--- config.mk ---
export PLATFORM = sky130hd
export DESIGN_NAME = fxp_mul_pipe
export DESIGN_NICKNAME = d
export VERILOG_FILES = /design/src/rtl/fxp_mul_pipe.sv
export SDC_FILE = /design/constraint.sdc
export NUM_CORES = 1
export LEC_CHECK = 0
export BUFFER_PORTS_ARGS = -buffer_cell sky130_fd_sc_hd__buf_2
export CORE_AREA = 2 2 139 141
export DETAILED_ROUTE_END_ITERATION = 8
export DIE_AREA = 0 0 141 143
export GPL_TIMING_DRIVEN = 0
export PLACE_DENSITY = 0.78
export SYNTH_ARGS = -nofsm -noshare
export SYNTH_HDL_FRONTEND = slang
export SYNTH_SLANG_ARGS = --single-unit
--- constraint.sdc ---
create_clock -name clk -period 7.4 [get_ports clk]
set_input_delay 0.74 -clock clk [delete_from_list [all_inputs] [get_ports clk]]
set_output_delay 0.74 -clock clk [all_outputs]
set_load 0.005 [all_outputs]
--- src/rtl/fxp_mul_pipe.sv ---
// fxp_mul_pipe: three-stage pipelined signed fixed-point multiplier.
// Each operand and the result have their own Q-format. The block offers
// selectable rounding, saturation after rounding, per-result status flags
// and sticky status flags.
//
// Stage 1 registers the operands and rounding mode. Stage 2 registers the
// full-precision product. Stage 3 registers the rounded, saturated result
// and its flags. A single enable stalls every stage at once while the
// consumer back-pressures.
//
// Ports:
//   clk, reset          clock; synchronous active-high reset
//   in_valid/in_ready   operand handshake (a, b, rnd_mode)
//   rnd_mode            0 floor, 1 round-half-up, 2 round-half-even, 3 as 0
//   out_valid/out_ready result handshake (product, overflow, underflow, inexact)
//   sts_clear           clears the sticky flags (wins over a same-cycle set)
//   sts_ovf/unf/inx     sticky OR of the flags of every transferred result
module fxp_mul_pipe #(
  parameter int A_INT    = 6,
  parameter int A_FRAC   = 8,
  parameter int B_INT    = 6,
  parameter int B_FRAC   = 8,
  parameter int OUT_INT  = 6,
  parameter int OUT_FRAC = 12
) (
  input  logic                          clk,
  input  logic                          reset,
  input  logic                          in_valid,
  output logic                          in_ready,
  input  logic [A_INT+A_FRAC-1:0]       a,
  input  logic [B_INT+B_FRAC-1:0]       b,
  input  logic [1:0]                    rnd_mode,
  output logic                          out_valid,
  input  logic                          out_ready,
  output logic [OUT_INT+OUT_FRAC-1:0]   product,
  output logic                          overflow,
  output logic                          underflow,
  output logic                          inexact,
  input  logic                          sts_clear,
  output logic                          sts_ovf,
  output logic                          sts_unf,
  output logic                          sts_inx
);

  localparam int A_W = A_INT + A_FRAC;
  localparam int B_W = B_INT + B_FRAC;
  localparam int PW  = A_W + B_W;
  localparam int FP  = A_FRAC + B_FRAC;
  localparam int OW  = OUT_INT + OUT_FRAC;
  localparam int SH  = (OUT_FRAC >= FP) ? (OUT_FRAC - FP) : 0;
  // Working width for the aligned/rounded value: wide enough for the
  // left-shifted product or a rounding carry, and at least one bit wider
  // than the output so that the saturation compares are exact.
  localparam int RW0 = PW + SH + 1;
  localparam int RW  = (RW0 > OW + 1) ? RW0 : (OW + 1);

  localparam logic signed [RW-1:0] MAX_V = {{(RW-OW+1){1'b0}}, {(OW-1){1'b1}}};
  localparam logic signed [RW-1:0] MIN_V = {{(RW-OW+1){1'b1}}, {(OW-1){1'b0}}};

  logic en;

  logic                  v1_reg;
  logic signed [A_W-1:0] a_reg;
  logic signed [B_W-1:0] b_reg;
  logic [1:0]            mode1_reg;

  logic                  v2_reg;
  logic signed [PW-1:0]  p_reg;
  logic [1:0]            mode2_reg;

  logic                  v3_reg;
  logic [OW-1:0]         product_reg;
  logic [2:0]            flags_reg;   // {inexact, underflow, overflow}
  logic [2:0]            sts_reg;     // {inx, unf, ovf}

  logic signed [RW-1:0]  r_next;
  logic                  inx_pre_next;
  logic [OW-1:0]         product_next;
  logic                  ovf_next;
  logic                  unf_next;
  logic                  inx_next;
  logic                  xfer;

  // The whole pipe advances unless a finished result is waiting on the consumer.
  assign en        = !v3_reg || out_ready;
  assign in_ready  = en;
  assign xfer      = v3_reg && out_ready;

  always_ff @(posedge clk) begin
    if (reset) begin
      v1_reg      <= 1'b0;
      a_reg       <= '0;
      b_reg       <= '0;
      mode1_reg   <= '0;
      v2_reg      <= 1'b0;
      p_reg       <= '0;
      mode2_reg   <= '0;
      v3_reg      <= 1'b0;
      product_reg <= '0;
      flags_reg   <= '0;
    end else if (en) begin
      v1_reg      <= in_valid;
      a_reg       <= a;
      b_reg       <= b;
      mode1_reg   <= rnd_mode;
      v2_reg      <= v1_reg;
      p_reg       <= PW'(a_reg) * PW'(b_reg);
      mode2_reg   <= mode1_reg;
      v3_reg      <= v2_reg;
      product_reg <= product_next;
      flags_reg   <= {inx_next, unf_next, ovf_next};
    end
  end

  generate
    if (OUT_FRAC >= FP) begin : g_shl
      // Output has at least as many fraction bits: alignment is exact.
      always_comb begin
        r_next       = RW'(p_reg) <<< SH;
        inx_pre_next = 1'b0;
      end
    end else begin : g_rnd
      localparam int D  = FP - OUT_FRAC;
      localparam int KW = PW - D;

      logic signed [KW-1:0] k;
      logic                 g;
      logic                 t;
      logic                 inc;

      // Upper bits of the product are the floor of P / 2^D.
      assign k = p_reg[PW-1:D];
      assign g = p_reg[D-1];

      if (D > 1) begin : g_t
        assign t = |p_reg[D-2:0];
      end else begin : g_no_t
        assign t = 1'b0;
      end

      always_comb begin
        inc = 1'b0;
        case (mode2_reg)
          2'd1:    inc = g;
          2'd2:    inc = g && (t || k[0]);
          default: inc = 1'b0;
        endcase
        // Sign-extend before adding so the rounding carry is kept.
        r_next       = RW'(k) + RW'(inc);
        inx_pre_next = |p_reg[D-1:0];
      end
    end
  endgenerate

  always_comb begin
    product_next = r_next[OW-1:0];
    ovf_next     = 1'b0;
    if (r_next > MAX_V) begin
      product_next = MAX_V[OW-1:0];
      ovf_next     = 1'b1;
    end else if (r_next < MIN_V) begin
      product_next = MIN_V[OW-1:0];
      ovf_next     = 1'b1;
    end
    unf_next = (p_reg != '0) && (product_next == '0);
    inx_next = inx_pre_next || ovf_next;
  end

  // Sticky flags accumulate on transfer only; a clear in the same cycle wins.
  always_ff @(posedge clk) begin
    if (reset || sts_clear) begin
      sts_reg <= '0;
    end else if (xfer) begin
      sts_reg <= sts_reg | flags_reg;
    end
  end

  assign out_valid = v3_reg;
  assign product   = product_reg;
  assign overflow  = flags_reg[0];
  assign underflow = flags_reg[1];
  assign inexact   = flags_reg[2];
  assign sts_ovf   = sts_reg[0];
  assign sts_unf   = sts_reg[1];
  assign sts_inx   = sts_reg[2];

endmodule

=== After elaboration in Yosys (flattened, before gate mapping) ===
Cells that the tools add are included.

* Register bits: 87
* Output and inout port bits: 26

* Add/sub/neg operators: 1
* Multipliers: 1
* $lt $le $gt $ge: 2
* Eq/ne operators: 2
* Mux-type cells: 5
* Bitwise gates (word level): 1
* Reduce and logical (&&, ||, !) cells: 12

{| class="wikitable"
|+ Operators with widths
! kind !! number
|-
| $mux W18 || 2
|-
| $mul A14 B14 Y28 || 1
|-
| $reduce_bool A28 Y1 || 1
|-
| $add A24 B2 Y25 || 1
|-
| $gt A25 B18 Y1 const B || 1
|-
| $lt A25 B18 Y1 const B || 1
|-
| $logic_not A18 Y1 || 1
|-
| $logic_or A1 B1 Y1 || 4
|-
| $reduce_or A4 Y1 || 1
|-
| $logic_and A1 B1 Y1 || 3
|-
| $or A3 B3 Y3 || 1
|-
| $reduce_or A3 Y1 || 1
|-
| $eq A2 B1 Y1 const B || 1
|-
| $eq A2 B2 Y1 const B || 1
|-
| $mux W1 || 2
|-
| $pmux W1 S2 || 1
|-
| $logic_not A1 Y1 || 1
|}

=== Logic depth before layout (Yosys ltp) ===
* Depth after elaboration: 10
* Mapped depth: 22

=== Least setup slack after synthesis ===
OpenSTA, ideal clock, no wires.

* Path type: reg-to-reg
* From: register b_reg[4]
* To: register p_reg[24]
* Data arrival time: 5.856 ns
* Setup slack: 1.465 ns
* Stages on the path, launching flop included: 23
* Path buffers: 1
* Path through: dfxtp_1 > clkbuf_1 > and2_1 > fa_1 > inv_1 > fa_1 > inv_1 > fa_1 > inv_1 > fa_1 > inv_1 > fa_1 > inv_1 > fa_1 > inv_1 > ha_1 > or4_1 > a211o_1 > o211ai_2 > a211oi_1 > or2_1 > a211o_1 > o211ai_1

* Word-level cells in the longest chain between the ends: 1

{| class="wikitable"
|+ RTL lines
! element !! RTL line !! source
|-
| start: declaration || 64 || <nowiki>logic signed [B_W-1:0] b_reg;</nowiki>
|-
| start signal: assignment || 93 || <nowiki>b_reg <= '0;</nowiki>
|-
| start signal: assignment || 104 || <nowiki>b_reg <= b;</nowiki>
|-
| $mul A14 B14 Y28 || 107 || <nowiki>p_reg <= PW'(a_reg) * PW'(b_reg);</nowiki>
|-
| end signal: assignment || 107 ||
|-
| end: declaration || 68 || <nowiki>logic signed [PW-1:0] p_reg;</nowiki>
|}

Every way passes these cells.
A chain may end at the register's enable or synchronous reset.

=== Worst setup path in the final report ===
* From: register b_reg[7]
* To: register p_reg[27]

Same word-level chain as after synthesis.

==> impl_summary.txt <==
----------------------------------------------------
[Cells and area]
  Area occupied by multi-input gates ... around 8700 µm²
  Post-route design area ... ~13000 µm²
  Ant diodes ... 0
  Max FFs per register ... 28
  Synthesis-to-layout area growth ... 7.66%
  Share of post-route cells with drive strength above 1 ... 0.0854
  Number of standard cells in the layout, taps in and fillers out ... ~1700
  Filler instances ... ~1500
  Final Net Count ... roughly 1700
  Register area ... 1740 µm²

[Routing]
  Via total after detailed routing ... between 9000 and 10000
  Iteration-0 DRC count of the detailed router ... 715
  Router iterations before antenna repair ... 5
  Count of nets left with antenna violations after detail routing ... 0
  Routed WL ... roughly 31000 µm
  Wire length per cell after detailed routing ... around 19 µm
  Detailed-route DRC error count ... 0
  Avg Vias per Cell ... roughly 5.8

[Floorplan]
  Site Rows ... 50
  Starting Density ... 0.629
  Number of top-level pins ... a little over 60
  Height of the die ... 143 µm
  Standard cell core area ... 18600 µm²
  Die footprint ... around 20000 µm²
  Die extent in x ... about 140 µm

[Global routing]
  Global-route wire length before repair ... ~50000 µm
  Maximum number of pins on one net before global-route repair ... 19
  Via count of the first global-routing pass ... 9943
  Tot GR Track Use ... 0.329
  Residual overflow from global routing ... 0
  Number of antenna violations at the first check in global routing ... 0

[Yosys]
  Share of the synthesized area in compound gates (AO/OA/AOI/OAI) ... 0.101
  Basic-gate share of the synthesized area counting and, or, nand and nor cells ... 0.204
  Mapped Area ... between 10000 and 15000 µm²
  Cell variety after synth ... 65
  Xor and xnor fraction of the mapped netlist area ... 0.0297
  Leading register cell type out of synthesis ... dfxtp_1
  Async set-or-reset flop fraction in the synthesized netlist ... 0
  Mux contribution to synthesized area ... 0.00182
  Fraction of the mapped netlist area in adder cells ... 0.410
  Number of nets produced by synthesis ... ~1700
  Synthesized area divided by synthesized cell count ... between 8 and 9 µm²
  Dominant combinational cell family by area after synthesis ... adder cells
  Register bit total from synthesis ... 87
  EDFF count, synth ... 0
  Number of standard cells after synthesis ... approximately 1400
  Proportion of synthesized chip area in sequential cells ... 0.149
  Yosys warnings ... 0

[Timing]
  Final-report setup violation count ... 0
  Final worst-path setup slack ... ~0.54 ns
  Fin crit period ... roughly 6.9 ns
  Pins over their slew limit ... 0
  Count of final hold-check violations ... 0
  Slew headroom ... 0.415
  Worst-margin pin slew ... around 0.88 ns
  Timing-limited maximum frequency ... roughly 0.15 GHz
  Worst clock skew on the final layout ... roughly 0.0071 ns
  Hold Slack ... 0.452 ns
  Final period utilization ... 0.926
  Unrepaired setup endpoints after global routing ... no
  Final total negative setup slack ... 0 ns

[Status]
  Status ... finished clean

[Critical path]
  Kind of start point of the critical path ... flop
  Data arrival time of the worst path ... 7.08 ns
  WS Path Type ... flop to flop
  Critical path peak fanout ... 10
  Critical path required time ... roughly 7.6 ns
  Worst setup EP type ... flop

[Worst hold path]
  Type of the most critical hold path ... flop to flop

[CTS]
  Clock tree from TritonCTS ... built
  Cell at the root of the clock tree ... clkbuf_16
  Setup Buffers After CTS ... 0
  Insertion delay of the later-clocked pin in the worst-skew pair ... 0.37 ns
  Maximum count of clock buffers along a single path ... 2
  H-Tree Depth ... 3
  Number of buffers created by CTS ... 9
  Clock Pin Slew Worst Setup and Hold Paths ... 0.07 ns
  Clock sinks ... 87

[Placement]
  Global placement routability congestion ... approximately 0.97
  Post-Place Setup Slack ... between 0.5 and 0.6 ns
  Total instance count after detailed placement ... 1647
  Port buffer count ... 60
  Placed Area ... between 10000 and 15000 µm²
  Sum of net half-perimeters after detailed placement ... 25100 µm

[Power]
  Pwr/cell area ... 223 nW/µm²
  Peak supply drop ... about 220 µV
  Leakage Power ... about 6 nW

[Flow run]
  Number of maximum-capacitance constraint violations ... 0

----------------------------------------------------
## final cells by class
cell class	instances	area share
inverter	250	0.0746
clock buffer	9	0.0179
clock inverter	7	0.00597
tap	234	0.0233
timing repair buffer	60	0.0239
sequential	87	0.138
buffer	67	0.0227
multi-input combinational	949	0.693
## power breakdown
part / internal, W / switching, W
Combinational: 0.000693 / 0.000937
Clock: 0.000240 / 0.000248
Sequential: 0.000576 / 0.000107
## repair_timing
item | 4_1_cts | 5_1_grt
hold buffers | 0 | 0
gates resized for setup | 0 | 2
setup endpoints to repair | 0 | 1
## layout by cell type, fill, tap and decap left out, types with 6 or more instances in the layout
master     Yosys  layout
inv_1        249     249
fa_1         195     195
nand2_1      191     191
and2_1       107     107
dfxtp_1       87      87
ha_1          71      71
a21oi_1       69      69
buf_2          7      67
clkbuf_1      54      53
nor2_1        50      50
xnor2_1       28      28
nor3_1        21      21
nand3_1       19      19
a211oi_1      19      19
o21ai_0       18      18
nand4_1       13      13
nor4_1        12      12
a211oi_2      10      10
nor3_2        10      10
xor2_1         9       9
clkbuf_16      0       9
a31oi_1        8       8
nand3b_1       8       8
a21o_1         7       7
a211o_1        7       7
nor2b_1        6       6
nand2b_1       6       6
o211ai_1       6       6
and3_1         6       6
or3_1          6       6
## worst paths after layout
path                                   to      from  cells after the start  slack (ns)
worst max register to register  p_reg[27]  b_reg[7]                     19        0.54
worst max-delay path            p_reg[27]  b_reg[7]                     19        0.54
worst min-delay path               v1_reg    v1_reg                      2        0.45
worst min register to register     v1_reg    v1_reg                      2        0.45
## worst max-delay path, cell delays in order (launching register included)
cell and delay [ns]:
dfxtp_1 0.61, clkbuf_1 0.48, nand2_1 0.16, fa_1 0.53
fa_1 0.52, inv_1 0.06, fa_1 0.46, fa_1 0.52
fa_1 0.57, inv_1 0.07, fa_1 0.53, inv_1 0.04
ha_1 0.34, a21o_1 0.23, a41oi_1 0.36, nor4b_1 0.50
a211oi_1 0.19, o21ai_0 0.32, a211o_1 0.18, a21oi_1 0.05
## layer usage
layer  track usage  part of all wire  vias up
li1              -                 -     4381
met1         0.437              0.41     4744
met2         0.544              0.48      368
met3        0.0647             0.079       84
met4         0.115             0.034        0
met5             0                 0        -
## cells in the mapped netlist (6+ instances only)
library cell / count / share of area
a211o_1: 7 / 0.0052
a211oi_1: 19 / 0.012
a211oi_2: 10 / 0.011
a21o_1: 7 / 0.0045
a21oi_1: 69 / 0.030
a31oi_1: 8 / 0.0043
and2_1: 107 / 0.057
and3_1: 6 / 0.0032
buf_2: 7 / 0.0030
clkbuf_1: 54 / 0.017
dfxtp_1: 87 / 0.15
fa_1: 195 / 0.33
ha_1: 71 / 0.076
inv_1: 249 / 0.080
nand2_1: 191 / 0.061
nand2b_1: 6 / 0.0032
nand3_1: 19 / 0.0081
nand3b_1: 8 / 0.0051
nand4_1: 13 / 0.0070
nor2_1: 50 / 0.016
nor2b_1: 6 / 0.0032
nor3_1: 21 / 0.0090
nor3_2: 10 / 0.0086
nor4_1: 12 / 0.0064
o211ai_1: 6 / 0.0039
o21ai_0: 18 / 0.0077
or3_1: 6 / 0.0032
xnor2_1: 28 / 0.021
xor2_1: 9 / 0.0067
## through the flow
stage | total power [W] | util
after floorplan | 0.00189 | -
after global placement | 0.00226 | 0.661
after detailed placement | 0.00230 | 0.661
after CTS | 0.00280 | 0.677
after global routing | 0.00305 | 0.677
final | 0.00280 | 0.677
## cells by family (layout without fill, tap and decap cells)
family / Yosys count / after routing
buf+inv: 317 / 393
mux: 2 / 2
xor+xnor: 38 / 38
compound gates: 170 / 170
fa+ha+maj: 266 / 266
simple gates: 473 / 473
flops: 87 / 87
(Power assumes the default switching activity.)
